[src/rtl/arcade_input_pkg.sv]
// Shared definitions for the arcade input mapper: joystick bit layout,
// coin FSM states, counter widths and the pending-coin arithmetic.
package arcade_input_pkg;

    localparam int JOY_W      = 16;
    localparam int BIT_R      = 0;
    localparam int BIT_L      = 1;
    localparam int BIT_D      = 2;
    localparam int BIT_U      = 3;
    localparam int BIT_FIRE   = 4;
    localparam int BIT_START0 = 5;
    localparam int BIT_COIN   = 9;

    localparam int PEND_W     = 3;
    localparam int REQ_W      = 3;
    localparam int COIN_CNT_W = 16;
    localparam int AF_CNT_W   = 20;

    localparam logic [PEND_W-1:0] PEND_MAX = 3'd7;

    typedef enum logic [1:0] {
        COIN_IDLE = 2'd0,
        COIN_HI   = 2'd1,
        COIN_GAP  = 2'd2
    } coin_state_t;

    // Adds new requests and removes the coin being issued before clamping,
    // so a full counter that issues and receives in one cycle stays exact.
    function automatic logic [PEND_W-1:0] pendingNext(
        input logic [PEND_W-1:0] cur,
        input logic [REQ_W-1:0]  add,
        input logic              take
    );
        logic [PEND_W:0] sum;
        sum = {1'b0, cur} + {1'b0, add} - {{PEND_W{1'b0}}, take};
        if (sum > {1'b0, PEND_MAX}) begin
            return PEND_MAX;
        end
        return sum[PEND_W-1:0];
    endfunction

endpackage

[src/rtl/arcade_input_mapper_if.sv]
// Bundle of joystick inputs, mode controls and mapped outputs between the
// host side (master) and the mapper (slave).
interface arcade_input_mapper_if
    import arcade_input_pkg::*;
#(
    parameter int NUM_PLAYERS = 2
);

    logic [JOY_W*NUM_PLAYERS-1:0] joy_i;
    logic                         share_i;
    logic                         coin_on_start_i;
    logic [NUM_PLAYERS-1:0]       af_en_i;
    logic                         mask_i;
    logic [4*NUM_PLAYERS-1:0]     dir_o;
    logic [NUM_PLAYERS-1:0]       fire_o;
    logic [NUM_PLAYERS-1:0]       start_o;
    logic                         coin_o;

    modport master (
        output joy_i, share_i, coin_on_start_i, af_en_i, mask_i,
        input  dir_o, fire_o, start_o, coin_o
    );

    modport slave (
        input  joy_i, share_i, coin_on_start_i, af_en_i, mask_i,
        output dir_o, fire_o, start_o, coin_o
    );

endinterface

[src/rtl/arcade_input_mapper_coin_pulser.sv]
// Coin pulse shaper: queues coin requests in a saturating counter and plays
// them out one at a time as a fixed high pulse followed by a fixed low gap.
module coin_pulser
    import arcade_input_pkg::*;
#(
    parameter logic [COIN_CNT_W-1:0] PULSE_CYC = 16'd4000,
    parameter logic [COIN_CNT_W-1:0] GAP_CYC   = 16'd4000
)(
    input  logic             clk_sys,
    input  logic             reset_n,
    input  logic [REQ_W-1:0] i_reqCount,
    output logic             o_coin,
    output logic             o_ready
);

    coin_state_t             r_state;
    coin_state_t             w_nextState;
    logic [PEND_W-1:0]       r_pending;
    logic [PEND_W-1:0]       w_nextPending;
    logic [COIN_CNT_W-1:0]   r_cnt;
    logic [COIN_CNT_W-1:0]   w_nextCnt;
    logic                    w_take;
    logic                    r_coin;

    // Next-state logic: leave IDLE by consuming one queued coin, then time the
    // high phase and the low gap with a single shared cycle counter.
    always_comb begin
        w_nextState = r_state;
        w_nextCnt   = r_cnt;
        w_take      = 1'b0;
        case (r_state)
            COIN_IDLE: begin
                if (r_pending != '0) begin
                    w_nextState = COIN_HI;
                    w_nextCnt   = '0;
                    w_take      = 1'b1;
                end
            end
            COIN_HI: begin
                if (r_cnt == PULSE_CYC - COIN_CNT_W'(1)) begin
                    w_nextState = COIN_GAP;
                    w_nextCnt   = '0;
                end else begin
                    w_nextCnt = r_cnt + COIN_CNT_W'(1);
                end
            end
            COIN_GAP: begin
                if (r_cnt == GAP_CYC - COIN_CNT_W'(1)) begin
                    w_nextState = COIN_IDLE;
                    w_nextCnt   = '0;
                end else begin
                    w_nextCnt = r_cnt + COIN_CNT_W'(1);
                end
            end
            default: begin
                w_nextState = COIN_IDLE;
                w_nextCnt   = '0;
            end
        endcase
        w_nextPending = pendingNext(r_pending, i_reqCount, w_take);
    end

    // State, queue and coin output registers; reset drops any pulse in flight
    // and forgets every queued coin.
    always_ff @(posedge clk_sys) begin
        if (!reset_n) begin
            r_state   <= COIN_IDLE;
            r_pending <= '0;
            r_cnt     <= '0;
            r_coin    <= 1'b0;
        end else begin
            r_state   <= w_nextState;
            r_pending <= w_nextPending;
            r_cnt     <= w_nextCnt;
            r_coin    <= (w_nextState == COIN_HI);
        end
    end

    assign o_coin  = r_coin;
    assign o_ready = (w_nextState == COIN_IDLE) && (w_nextPending == '0);

endmodule

[src/rtl/arcade_input_mapper.sv]
// Arcade input mapper: masks and registers raw joysticks, maps them onto
// player channels with optional sharing and autofire, and converts coin and
// start presses into shaped coin pulses that always precede their start.
module arcade_input_mapper
    import arcade_input_pkg::*;
#(
    parameter int                    NUM_PLAYERS    = 2,
    parameter logic [COIN_CNT_W-1:0] COIN_PULSE_CYC = 16'd4000,
    parameter logic [COIN_CNT_W-1:0] COIN_GAP_CYC   = 16'd4000,
    parameter logic [AF_CNT_W-1:0]   AF_DIV         = 20'd400000
)(
    input  logic                  clk_sys,
    input  logic                  reset_n,
    arcade_input_mapper_if.slave  io_bus
);

    logic [JOY_W*NUM_PLAYERS-1:0] r_joy;
    logic [JOY_W*NUM_PLAYERS-1:0] r_joyPrev;
    logic [JOY_W-1:0]             w_joyOr;
    logic [JOY_W-1:0]             w_joyOrPrev;
    logic [JOY_W-1:0]             w_joyRise;
    logic [JOY_W-1:0]             w_chan;
    logic [REQ_W-1:0]             w_reqCount;
    logic [AF_CNT_W-1:0]          r_afCnt;
    logic                         r_afPhase;
    logic [4*NUM_PLAYERS-1:0]     w_dirNext;
    logic [4*NUM_PLAYERS-1:0]     r_dir;
    logic [NUM_PLAYERS-1:0]       w_fireNext;
    logic [NUM_PLAYERS-1:0]       r_fire;
    logic [NUM_PLAYERS-1:0]       w_startNext;
    logic [NUM_PLAYERS-1:0]       r_start;
    logic                         w_coinReady;
    logic                         w_coin;
    logic                         w_unused;

    // Input stage: masking happens before the flop so every downstream edge
    // detector sees a clean rise when the mask is released with a button held.
    always_ff @(posedge clk_sys) begin
        if (!reset_n) begin
            r_joy     <= '0;
            r_joyPrev <= '0;
        end else begin
            r_joy     <= io_bus.mask_i ? '0 : io_bus.joy_i;
            r_joyPrev <= r_joy;
        end
    end

    // Merge all joysticks (current and previous) and find rising buttons.
    always_comb begin
        w_joyOr     = '0;
        w_joyOrPrev = '0;
        for (int p = 0; p < NUM_PLAYERS; p++) begin
            w_joyOr     = w_joyOr | r_joy[JOY_W*p +: JOY_W];
            w_joyOrPrev = w_joyOrPrev | r_joyPrev[JOY_W*p +: JOY_W];
        end
        w_joyRise = w_joyOr & ~w_joyOrPrev;
    end

    // Count coin requests this cycle: the coin button plus, optionally, starts.
    always_comb begin
        w_reqCount = '0;
        if (w_joyRise[BIT_COIN]) begin
            w_reqCount = w_reqCount + REQ_W'(1);
        end
        for (int k = 0; k < NUM_PLAYERS; k++) begin
            if (io_bus.coin_on_start_i && w_joyRise[BIT_START0 + k]) begin
                w_reqCount = w_reqCount + REQ_W'(1);
            end
        end
    end

    // Per-player direction and fire, taken either from the player's own stick
    // or from the merged sticks, with fire gated by the shared autofire phase.
    always_comb begin
        w_dirNext  = '0;
        w_fireNext = '0;
        w_chan     = '0;
        for (int p = 0; p < NUM_PLAYERS; p++) begin
            w_chan = io_bus.share_i ? w_joyOr : r_joy[JOY_W*p +: JOY_W];
            w_dirNext[4*p +: 4] = {w_chan[BIT_U], w_chan[BIT_D], w_chan[BIT_L], w_chan[BIT_R]};
            w_fireNext[p] = w_chan[BIT_FIRE] & (~io_bus.af_en_i[p] | r_afPhase);
        end
    end

    // Starts pass only when no coin is queued or playing, so a game never
    // sees a start before the credit that pays for it.
    always_comb begin
        w_startNext = '0;
        for (int k = 0; k < NUM_PLAYERS; k++) begin
            w_startNext[k] = w_joyOr[BIT_START0 + k] & w_coinReady;
        end
    end

    // Free-running autofire divider shared by every player.
    always_ff @(posedge clk_sys) begin
        if (!reset_n) begin
            r_afCnt   <= '0;
            r_afPhase <= 1'b0;
        end else if (r_afCnt == AF_DIV - AF_CNT_W'(1)) begin
            r_afCnt   <= '0;
            r_afPhase <= ~r_afPhase;
        end else begin
            r_afCnt <= r_afCnt + AF_CNT_W'(1);
        end
    end

    // Output stage for directions, fire and starts.
    always_ff @(posedge clk_sys) begin
        if (!reset_n) begin
            r_dir   <= '0;
            r_fire  <= '0;
            r_start <= '0;
        end else begin
            r_dir   <= w_dirNext;
            r_fire  <= w_fireNext;
            r_start <= w_startNext;
        end
    end

    coin_pulser #(
        .PULSE_CYC (COIN_PULSE_CYC),
        .GAP_CYC   (COIN_GAP_CYC)
    ) u_coinPulser (
        .clk_sys    (clk_sys),
        .reset_n    (reset_n),
        .i_reqCount (w_reqCount),
        .o_coin     (w_coin),
        .o_ready    (w_coinReady)
    );

    assign io_bus.dir_o   = r_dir;
    assign io_bus.fire_o  = r_fire;
    assign io_bus.start_o = r_start;
    assign io_bus.coin_o  = w_coin;

    // Spare joystick bits (and starts beyond the player count) are not mapped.
    assign w_unused = ^{w_joyOr, w_joyRise};

endmodule

[src/flat_wrapper.sv]
// flat-port wrapper written by rule: the top's interface ports become plain ports
module arcade_input_mapper_flat import arcade_input_pkg::*;
#(
    parameter int                    NUM_PLAYERS    = 2,
    parameter logic [COIN_CNT_W-1:0] COIN_PULSE_CYC = 16'd4000,
    parameter logic [COIN_CNT_W-1:0] COIN_GAP_CYC   = 16'd4000,
    parameter logic [AF_CNT_W-1:0]   AF_DIV         = 20'd400000
)
  (clk_sys, reset_n, io_bus_joy_i, io_bus_share_i, io_bus_coin_on_start_i, io_bus_af_en_i, io_bus_mask_i, io_bus_dir_o, io_bus_fire_o, io_bus_start_o, io_bus_coin_o);
  arcade_input_mapper_if #(.NUM_PLAYERS(NUM_PLAYERS)) io_bus_i ();
  input  logic clk_sys;
  input  logic reset_n;
  input wire logic [$bits(io_bus_i.joy_i)-1:0] io_bus_joy_i;
  input wire logic [$bits(io_bus_i.share_i)-1:0] io_bus_share_i;
  input wire logic [$bits(io_bus_i.coin_on_start_i)-1:0] io_bus_coin_on_start_i;
  input wire logic [$bits(io_bus_i.af_en_i)-1:0] io_bus_af_en_i;
  input wire logic [$bits(io_bus_i.mask_i)-1:0] io_bus_mask_i;
  output wire logic [$bits(io_bus_i.dir_o)-1:0] io_bus_dir_o;
  output wire logic [$bits(io_bus_i.fire_o)-1:0] io_bus_fire_o;
  output wire logic [$bits(io_bus_i.start_o)-1:0] io_bus_start_o;
  output wire logic [$bits(io_bus_i.coin_o)-1:0] io_bus_coin_o;
  assign io_bus_i.joy_i = io_bus_joy_i;
  assign io_bus_i.share_i = io_bus_share_i;
  assign io_bus_i.coin_on_start_i = io_bus_coin_on_start_i;
  assign io_bus_i.af_en_i = io_bus_af_en_i;
  assign io_bus_i.mask_i = io_bus_mask_i;
  assign io_bus_dir_o = io_bus_i.dir_o;
  assign io_bus_fire_o = io_bus_i.fire_o;
  assign io_bus_start_o = io_bus_i.start_o;
  assign io_bus_coin_o = io_bus_i.coin_o;
  arcade_input_mapper #(.NUM_PLAYERS(NUM_PLAYERS), .COIN_PULSE_CYC(COIN_PULSE_CYC), .COIN_GAP_CYC(COIN_GAP_CYC), .AF_DIV(AF_DIV)) u_core (.clk_sys(clk_sys), .reset_n(reset_n), .io_bus(io_bus_i));
endmodule
[config.mk]
export PLATFORM = sky130hd
export DESIGN_NAME = arcade_input_mapper_flat
export DESIGN_NICKNAME = d
export VERILOG_FILES = /design/src/rtl/arcade_input_pkg.sv /design/src/rtl/arcade_input_mapper_if.sv /design/src/rtl/arcade_input_mapper_coin_pulser.sv /design/src/rtl/arcade_input_mapper.sv /design/src/flat_wrapper.sv
export SDC_FILE = /design/constraint.sdc
export NUM_CORES = 1
export LEC_CHECK = 0
export CORE_MARGIN = 1.5
export CORE_UTILIZATION = 50
export CTS_BUF_LIST = sky130_fd_sc_hd__clkbuf_4 sky130_fd_sc_hd__clkbuf_8 sky130_fd_sc_hd__clkbuf_16
export CTS_CLUSTER_DIAMETER = 60
export CTS_CLUSTER_SIZE = 12
export DETAILED_ROUTE_END_ITERATION = 10
export PLACE_DENSITY_LB_ADDON = 0.25
export SYNTH_ARGS = -nofsm -noshare
export SYNTH_HDL_FRONTEND = slang
export SYNTH_SLANG_ARGS = --single-unit
export TNS_END_PERCENT = 5
[constraint.sdc]
create_clock -name clk_sys -period 5.38 [get_ports clk_sys]
set_clock_uncertainty 0.2 [all_clocks]
set_input_delay 1.614 -clock clk_sys [delete_from_list [all_inputs] [get_ports clk_sys]]
set_output_delay 1.614 -clock clk_sys [all_outputs]
set_load 0.02 [all_outputs]
# Word-level counts from Yosys, hierarchy flattened
# Cells that the tools add are included.
# op_classes
n_reduce_logical	10
mux	17
div	0
bitwise	14
n_eq_ne	6
multipliers	0
shift	0
addsub	6
order_cmp	1
# ops
cell	n
$mux 16	2
$pmux 16 s2	1
$add 20x1->20 const B	1
$eq 20x19->1 const B	1
$or 10x10->10	2
$add 16x1->16 const B	1
$eq 16x12->1 const B	1
$mux 3	4
$and 10x10->10	1
$mux 5	2
$not 10->10	1
$mux 2	3
$pmux 2 s3	1
$reduce_or 2->1	3
$add 3x3->4	1
$and 1x1->1	4
$eq 2x1->1 const B	2
$gt 4x3->1 const B	1
$logic_not 2->1	2
$mux 1	4
$not 1->1	4
$sub 4x1->4	1
$add 3x1->3 const B	1
$logic_and 1x1->1	3
6 further kinds	7
# word_totals
output_inout_bits	13
latchBits	0
inputBits	39
rom_bits	0
mem_bits_rw	0
word_cells	65
n_memories	0
regBits	107

# Depth between registers and ports, before layout
# Gate-level depths: netlist of run 1.
# depth
word_depth	16
depth_mapped	13
ltp_nobuf	13

# By module
# From an unflattened synthesis of run 1, not the netlist that was laid out.
# unflattened
cells_unflattened	363
hier_area_um2	3373.2
# by_module_without_submodules
module	seq_area_each_um2	cells_each	n_inst	area_per_inst_um2
arcade_input_mapper	1101.1	208	1	2000.7
coin_pulser	440.4	155	1	1372.6

# Worst setup path after synthesis of run 1
# No wires, ideal clock.
# synth_timing
path_kind	input to register
start	input port io_bus_coin_on_start_i
end	register u_core.r_start[0] (netlist: u_core.io_bus.start_o[0])
arrival_ns	3.737
setup_time_ns	0.092
path_slack_ns	1.351
required_ns	5.088
path_stages	10
path_cell_list	nand2_1 > inv_1 > ha_1 > xnor2_1 > ha_1 > fa_1 > xor2_1 > a2111oi_0 > o21ai_0 > nor4_1
# synth_via
elab_chain_cells	12
# synth_rtl
element	line	source
start: declaration	flat_wrapper.sv:15	input wire logic [$bits(io_bus_i.coin_on_start_i)-1:0] io_bus_coin_on_start_i;
$logic_and 1x1->1	arcade_input_mapper.sv:66	if (io_bus.coin_on_start_i && w_joyRise[BIT_START0 + k]) begin
$mux 3	arcade_input_mapper.sv:66	
$add 3x1->3	arcade_input_mapper.sv:67	w_reqCount = w_reqCount + REQ_W'(1);
$mux 3 (*)	arcade_input_mapper.sv:66	
$add 3x3->4 (*)	arcade_input_pkg.sv:35	sum = {1'b0, cur} + {1'b0, add} - {{PEND_W{1'b0}}, take};
$sub 4x1->4 (*)	arcade_input_pkg.sv:35	
$gt 4x3->1	arcade_input_pkg.sv:36	if (sum > {1'b0, PEND_MAX}) begin
$mux 1	arcade_input_pkg.sv:36	
$mux 3 (*)	arcade_input_pkg.sv:39	return sum[PEND_W-1:0];
$logic_not 3->1 (*)	arcade_input_mapper_coin_pulser.sv:80	assign o_ready = (w_nextState == COIN_IDLE) && (w_nextPending == '0);
$logic_and 1x1->1 (*)	arcade_input_mapper_coin_pulser.sv:80	
$and 1x1->1 (*)	arcade_input_mapper.sv:90	w_startNext[k] = w_joyOr[BIT_START0 + k] & w_coinReady;
end signal: assignment	arcade_input_mapper.sv:116	r_start <= w_startNext;
end: declaration	arcade_input_mapper.sv:31	logic [NUM_PLAYERS-1:0] r_start;
# Mark *: on every way between the ends. The rest lies on a longest branch, timed or not.
# A chain may end at the register's enable or synchronous reset.

# Final worst setup path of run 1
# Same ends and word-level chain as after synthesis.

==> results of run 1 <==
[critical path: cells and delay by family]
family / cells / cell delay (ns)
AOI/OAI and AO/OA: 2 / 0.81
xor gates and xnor gates: 2 / 0.32
adders and majority gates: 3 / 0.92
buffers and inverters: 2 / 0.56
and+or+nand+nor: 2 / 0.27
[final timing paths]
check	startpoint	to	slack [ns]	cells past startpoint
worst max-delay path	io_bus_coin_on_start_i	u_core.io_bus.start_o[0]	0.92	11
worst max register to register	u_core.u_coinPulser.r_state[1]	u_core.io_bus.start_o[0]	2.04	11
worst min-delay path	u_core.r_afCnt[0]	u_core.r_afCnt[0]	0.25	1
worst min register to register	u_core.r_afCnt[0]	u_core.r_afCnt[0]	0.25	1
[flip-flops by register name, indices dropped and copies added (netlist names)]
| register | cells |
|---|---|
| u_core.u_coinPulser.r_pending | 3 |
| u_core.io_bus.dir_o | 8 |
| u_core.io_bus.fire_o | 2 |
| u_core.r_joyPrev | 6 |
| u_core.r_afCnt | 20 |
| u_core.io_bus.start_o | 2 |
| u_core.r_joy | 16 |
| u_core.u_coinPulser.r_state | 2 |
| u_core.r_afPhase | 1 |
| u_core.u_coinPulser.r_cnt | 16 |
| u_core.u_coinPulser.o_coin | 1 |
[power groups by stage]
stage          combinational, uW  sequential [uW]  clock, uW
6_report                     383              631        394
5_1_grt                      441              637        431
4_1_cts                      384              632        408
3_5_place_dp                 383              645          0
3_3_place_gp                 368              643          0
2_1_floorplan                285              649          0
[final cells by class]
class / instances / area share, %
well taps: 77 / 2.47
flip-flops and latches: 77 / 39.6
multi-input cells: 253 / 41.6
clock inverters: 6 / 1.16
inverters: 22 / 2.12
clock buffers: 10 / 3.53
repair buffers: 38 / 9.57
[stage by stage]
stage	hold WS, ns	cells	setup WS [ns]
after floorplan	0.218	363	1.35
after global placement	0.228	467	0.714
after detailed placement	0.239	467	0.616
after CTS	0.255	483	0.965
after global routing	0.286	483	0.646
final	0.251	483	0.922
[cell usage in the layout (no fill, tap or decap), types with 2 or more instances in the layout]
cell / count
dfxtp_1: 77
nor2_1: 42
clkdlybuf4s50_1: 35
and2_1: 27
a21oi_1: 23
inv_1: 21
xnor2_1: 15
nor3_1: 14
nand2_1: 14
ha_1: 14
nand4_1: 11
or3_1: 11
o21ai_0: 11
clkbuf_8: 10
nand3_1: 8
nor4_1: 8
xor2_1: 8
o21a_1: 4
mux2i_1: 3
nor2b_1: 3
buf_4: 3
and4_1: 2
a41oi_1: 2
o21ai_1: 2
or4b_1: 2
o211ai_1: 2
a211oi_1: 2
or4b_2: 2
a2111oi_0: 2
o31ai_1: 2
or4_1: 2
and3_1: 2
inv_6: 2
clkinv_2: 2
clkinv_4: 2
[metal layers]
layer / vias to the layer above / global-route usage (%)
li1: 1336 / -
met3: 6 / 6.69
met4: 0 / 4.02
met5: - / 0
met1: 1191 / 21.2
met2: 44 / 31.8
[kinds of logic (layout without fill, tap and decap cells)]
logic type / after synthesis / in the layout / synth area share [%]
XOR/XNOR: 23 / 23 / 6.11
buffers and inverters: 33 / 76 / 4.10
AO/OA/AOI/OAI: 56 / 56 / 10.4
flip-flops: 77 / 77 / 46.7
multiplexers: 3 / 3 / 0.911
adder cells (fa/ha/maj): 15 / 15 / 5.92
AND/OR/NAND/NOR: 156 / 156 / 25.9
==> metrics.txt, run 1 <==
vias in the first global route 2478; GR Util All Layers 18.1%; DR WL met3 308 um; Reg area 0.00154 mm2; CP arrival 4.50 ns; H-tree depth 3; core box area 0.00635 mm2; worst hold path type reg -> reg; CTS Hold Buffers Added 0; Top Layer Used met4; crit path cell chain clkdlybuf4s50_1 -> nand2_1 -> inv_1 -> ha_1 -> xnor2_1 -> ha_1 -> fa_1 -> xor2_1 -> a2111oi_0 -> o21ai_0 -> nor4_1; num rows 29; most common cell in the netlist dfxtp_1; Die ar. 0.00709 mm2; TritonCTS clock tree built; final core occ 61.4%; TritonRoute pass-1 iters 4; initial antenna violation count 0; grt ovf 0; DRC violations left 0; Yosys Warn Count 0; Switching Share 31.9%; Async SR Flop Fraction 0%; worst skew pair latency 0.34 ns; first-pass GRT wire length 10500 um; ranking of synthesized cells by area dfxtp_1 47%, ha_1 5.3%, and2_1 5.1%; Hold Violations, Final 0; # port buffers 35; Setup crit start kind primary input; Max clock buf depth 2; Int Power 959 uW; slowest CP cell a2111oi_0; Sw Pwr 449 uW; Die Span Y 84.2 um; CTS clk-pin slew, worst paths 0.08 ns; nets 455; Period Utilization, post-route 82.9%; Gate power share 27.2%; # Max-Cap Violations 0; top_reg_cell synth dfxtp_1; die width 84.2 um; Inserted Clock Buffers 9; Final Max Slew Viols 0; P per Cell Area 361 mW/mm2; Mapped Area 0.00330 mm2; CP max FO 3; met1 wire length 2680 um; mean post-synth cell area 9.09 um2; maximum VDD drop 0.000422 V; CP Data Required Time 5.42 ns; pin count of the biggest net entering global routing 19; DRT antenna net count 0; Crit path largest cell delay 0.62 ns; slew at the pin closest to its max-slew limit 1.22 ns; via count 2577; vias per inst 5.34; clk sinks 77; 1st-iter DRT viols 79; proportion of layout cells with a drive suffix above 1 6.40%; Syn Nets 417; DP HPWL 4300 um; post-route total power 1410 uW; Final Critical Period 4.46 ns; RSZ-0062 raised after global routing no; met2 wire len 2850 um; Clk pwr share 28.0%; dpl cell area 0.00371 mm2; Final setup viols 0; Sequential Power Share 44.8%; DRT Wirelength 5890 um; fin area 0.00390 mm2; Inserted Diodes 0; Resized Gates After CTS 0; WL per Instance 12.2 um; synth-to-layout area growth 18.2%; Netlist cell types 48; synthesis-stage register bit count 77; I/O Pins 52; status completed; filler instances 552; CP most frequent cell ha_1; Sum Neg Setup Slack 0 ns; sequential fraction of the synthesis area 46.7%; max_slew headroom 18.3%; gp weighted congestion 0.779; number of synthesized flops with an enable pin 0; fmax 224 MHz; Commonest cells post-synth 77 x dfxtp_1, 42 x nor2_1, 27 x and2_1; multi-input logic area 0.00162 mm2; Setup crit end kind flop; biggest area consumer among synthesized cells dfxtp_1; Synth top area share 46.7%; Post-Syn Instances 363; clock root buffer clkbuf_8; Initial Utilization 51.9%; critical path type in -> reg; Pleak 0.00143 uW; Post-CTS Setup Bufs 0
(Power assumes the default switching activity.)
==> run 2, diff against run 1 <==
==> constraint.sdc (replaced) <==
create_clock -name clk_sys -period 4.4 [get_ports clk_sys]
set_clock_uncertainty 0.2 [all_clocks]
set_input_delay 1.32 -clock clk_sys [delete_from_list [all_inputs] [get_ports clk_sys]]
set_output_delay 1.32 -clock clk_sys [all_outputs]
set_load 0.02 [all_outputs]
==> run 2 against run 1 <==
  * First-iteration DRC count is 49% higher
  * Core utilization is 0.55 points higher
  * Wire length is 1.7% higher
  * Largest power group unchanged
  * Cell area is 0.90% higher
  * Global-route usage is 0.21 points higher
  * Critical path depth is 1 higher
  * Largest cell class unchanged
==> metrics.txt, run 2 (same netlist as run 1, synthesis figures left out) <==
clk sinks 77; 1st-iter DRT viols 118; I/O Pins 52; vias per inst 5.32; DRC violations left 0; first-pass GRT wire length 10500 um; vias in the first global route 2489; GR Util All Layers 18.3%; multi-input logic area 0.00162 mm2; CTS clk-pin slew, worst paths 0.08 ns; dpl cell area 0.00371 mm2; Inserted Diodes 0; die width 84.2 um; status completed; core box area 0.00635 mm2; Inserted Clock Buffers 9; grt ovf 0; Switching Share 30.6%; Clk pwr share 30.8%; commonest non-fill, non-tap cells in the layout 77 x dfxtp_1, 42 x nor2_1, 35 x clkdlybuf4s50_1; Reg area 0.00154 mm2; Sequential Power Share 42.7%; Sw Pwr 555 uW; TritonCTS clock tree built; Biggest register u_core.r_afCnt; fin area 0.00393 mm2; Reg2Reg Depth 12; filler instances 561; Final setup viols 0; Pleak 0.00144 uW; Period Utilization, post-route 91.5%; Initial Utilization 51.9%; Gate power share 26.5%; max_slew headroom 16.5%; DRT Wirelength 6000 um; nets 455; number of flip-flops in the largest register 20; Die Span Y 84.2 um; worst hold path type reg -> reg; H-tree depth 3; Hold Violations, Final 0; Final Critical Period 4.03 ns; CP arrival 4.08 ns; Max clock buf depth 2; Sum Neg Setup Slack 0 ns; Post-CTS Setup Bufs 0; pin count of the biggest net entering global routing 19; critical path type in -> reg; Setup crit end kind flop; DRT antenna net count 0; proportion of layout cells with a drive suffix above 1 6.40%; Resized Gates After CTS 0; worst skew pair latency 0.34 ns; CTS Hold Buffers Added 0; Setup crit start kind primary input; gp weighted congestion 0.786; RSZ-0062 raised after global routing no; DP HPWL 4390 um; fmax 248 MHz; most common cell after layout, fill and taps aside dfxtp_1; P per Cell Area 461 mW/mm2; Regs by FF count u_core.r_afCnt (20), u_core.r_joy (16), u_core.u_coinPulser.r_cnt (16); CP max FO 3; # Max-Cap Violations 0; Final Max Slew Viols 0; num rows 29; Die ar. 0.00709 mm2; post-route total power 1810 uW; via count 2570; CP Data Required Time 4.45 ns; Int Power 1260 uW; clock root buffer clkbuf_8; slew at the pin closest to its max-slew limit 1.24 ns; initial antenna violation count 0; synth-to-layout area growth 19.2%; WL per Instance 12.4 um; maximum VDD drop 0.000501 V; TritonRoute pass-1 iters 4; # port buffers 35; Hold Path Depth 1
[run 2: power groups by stage]
stage | Sequential [uW] | Clock (uW) | Combinational (uW)
after floorplan | 793 | 0 | 348
after detailed placement | 790 | 0 | 477
after global routing | 779 | 607 | 538
final | 774 | 558 | 480
after CTS | 774 | 574 | 482
after global placement | 787 | 0 | 460
[run 2: metal layers]
| layer | global-route usage, % | share of wire, % | routed length (um) | up-vias |
|---|---|---|---|---|
| li1 | - | - | - | 1333 |
| met1 | 21.1 | 46 | 2750 | 1185 |
| met2 | 31.4 | 48 | 2910 | 44 |
| met3 | 6.69 | 4.5 | 271 | 8 |
| met4 | 6.41 | 1.2 | 70 | 0 |
| met5 | 0 | 0 | 0 | - |
[run 2: worst paths after layout]
check / slack (ns) / startpoint / to
max: 0.37 / io_bus_coin_on_start_i / u_core.io_bus.start_o[1]
min reg2reg: 0.25 / u_core.r_afCnt[0] / u_core.r_afCnt[0]
min: 0.25 / u_core.r_afCnt[0] / u_core.r_afCnt[0]
max reg2reg: 1.21 / u_core.u_coinPulser.r_state[0] / u_core.io_bus.start_o[1]
[run 2: worst max-delay path, stage by stage]
cell and delay [ns]:
clkdlybuf4s50_1 0.45, nand2_1 0.09, inv_1 0.05, ha_1 0.31, xnor2_1 0.14, ha_1 0.23, fa_1 0.44, xor2_1 0.19
a2111oi_0 0.44, buf_4 0.19, o21ai_0 0.07, nor4_1 0.16
[run 2: cell type report]
cell class	count	area share, %
Tap cell	77	2.45
Sequential cell	77	39.2
Multi-Input combinational cell	253	41.2
Clock buffer	11	3.85
Timing Repair Buffer	38	9.48
Inverter	22	2.10
Clock inverter	5	1.69
[run 2: per-stage QoR]
stage	hold slack (ns)	instances	util (%)	setup WS, ns
after floorplan	0.218	363	-	0.665
after global placement	0.228	467	58.5	0.115
after detailed placement	0.240	467	58.5	0.0547
after CTS	0.253	483	61.9	0.408
after global routing	0.269	483	61.9	0.269
final	0.250	483	61.9	0.374
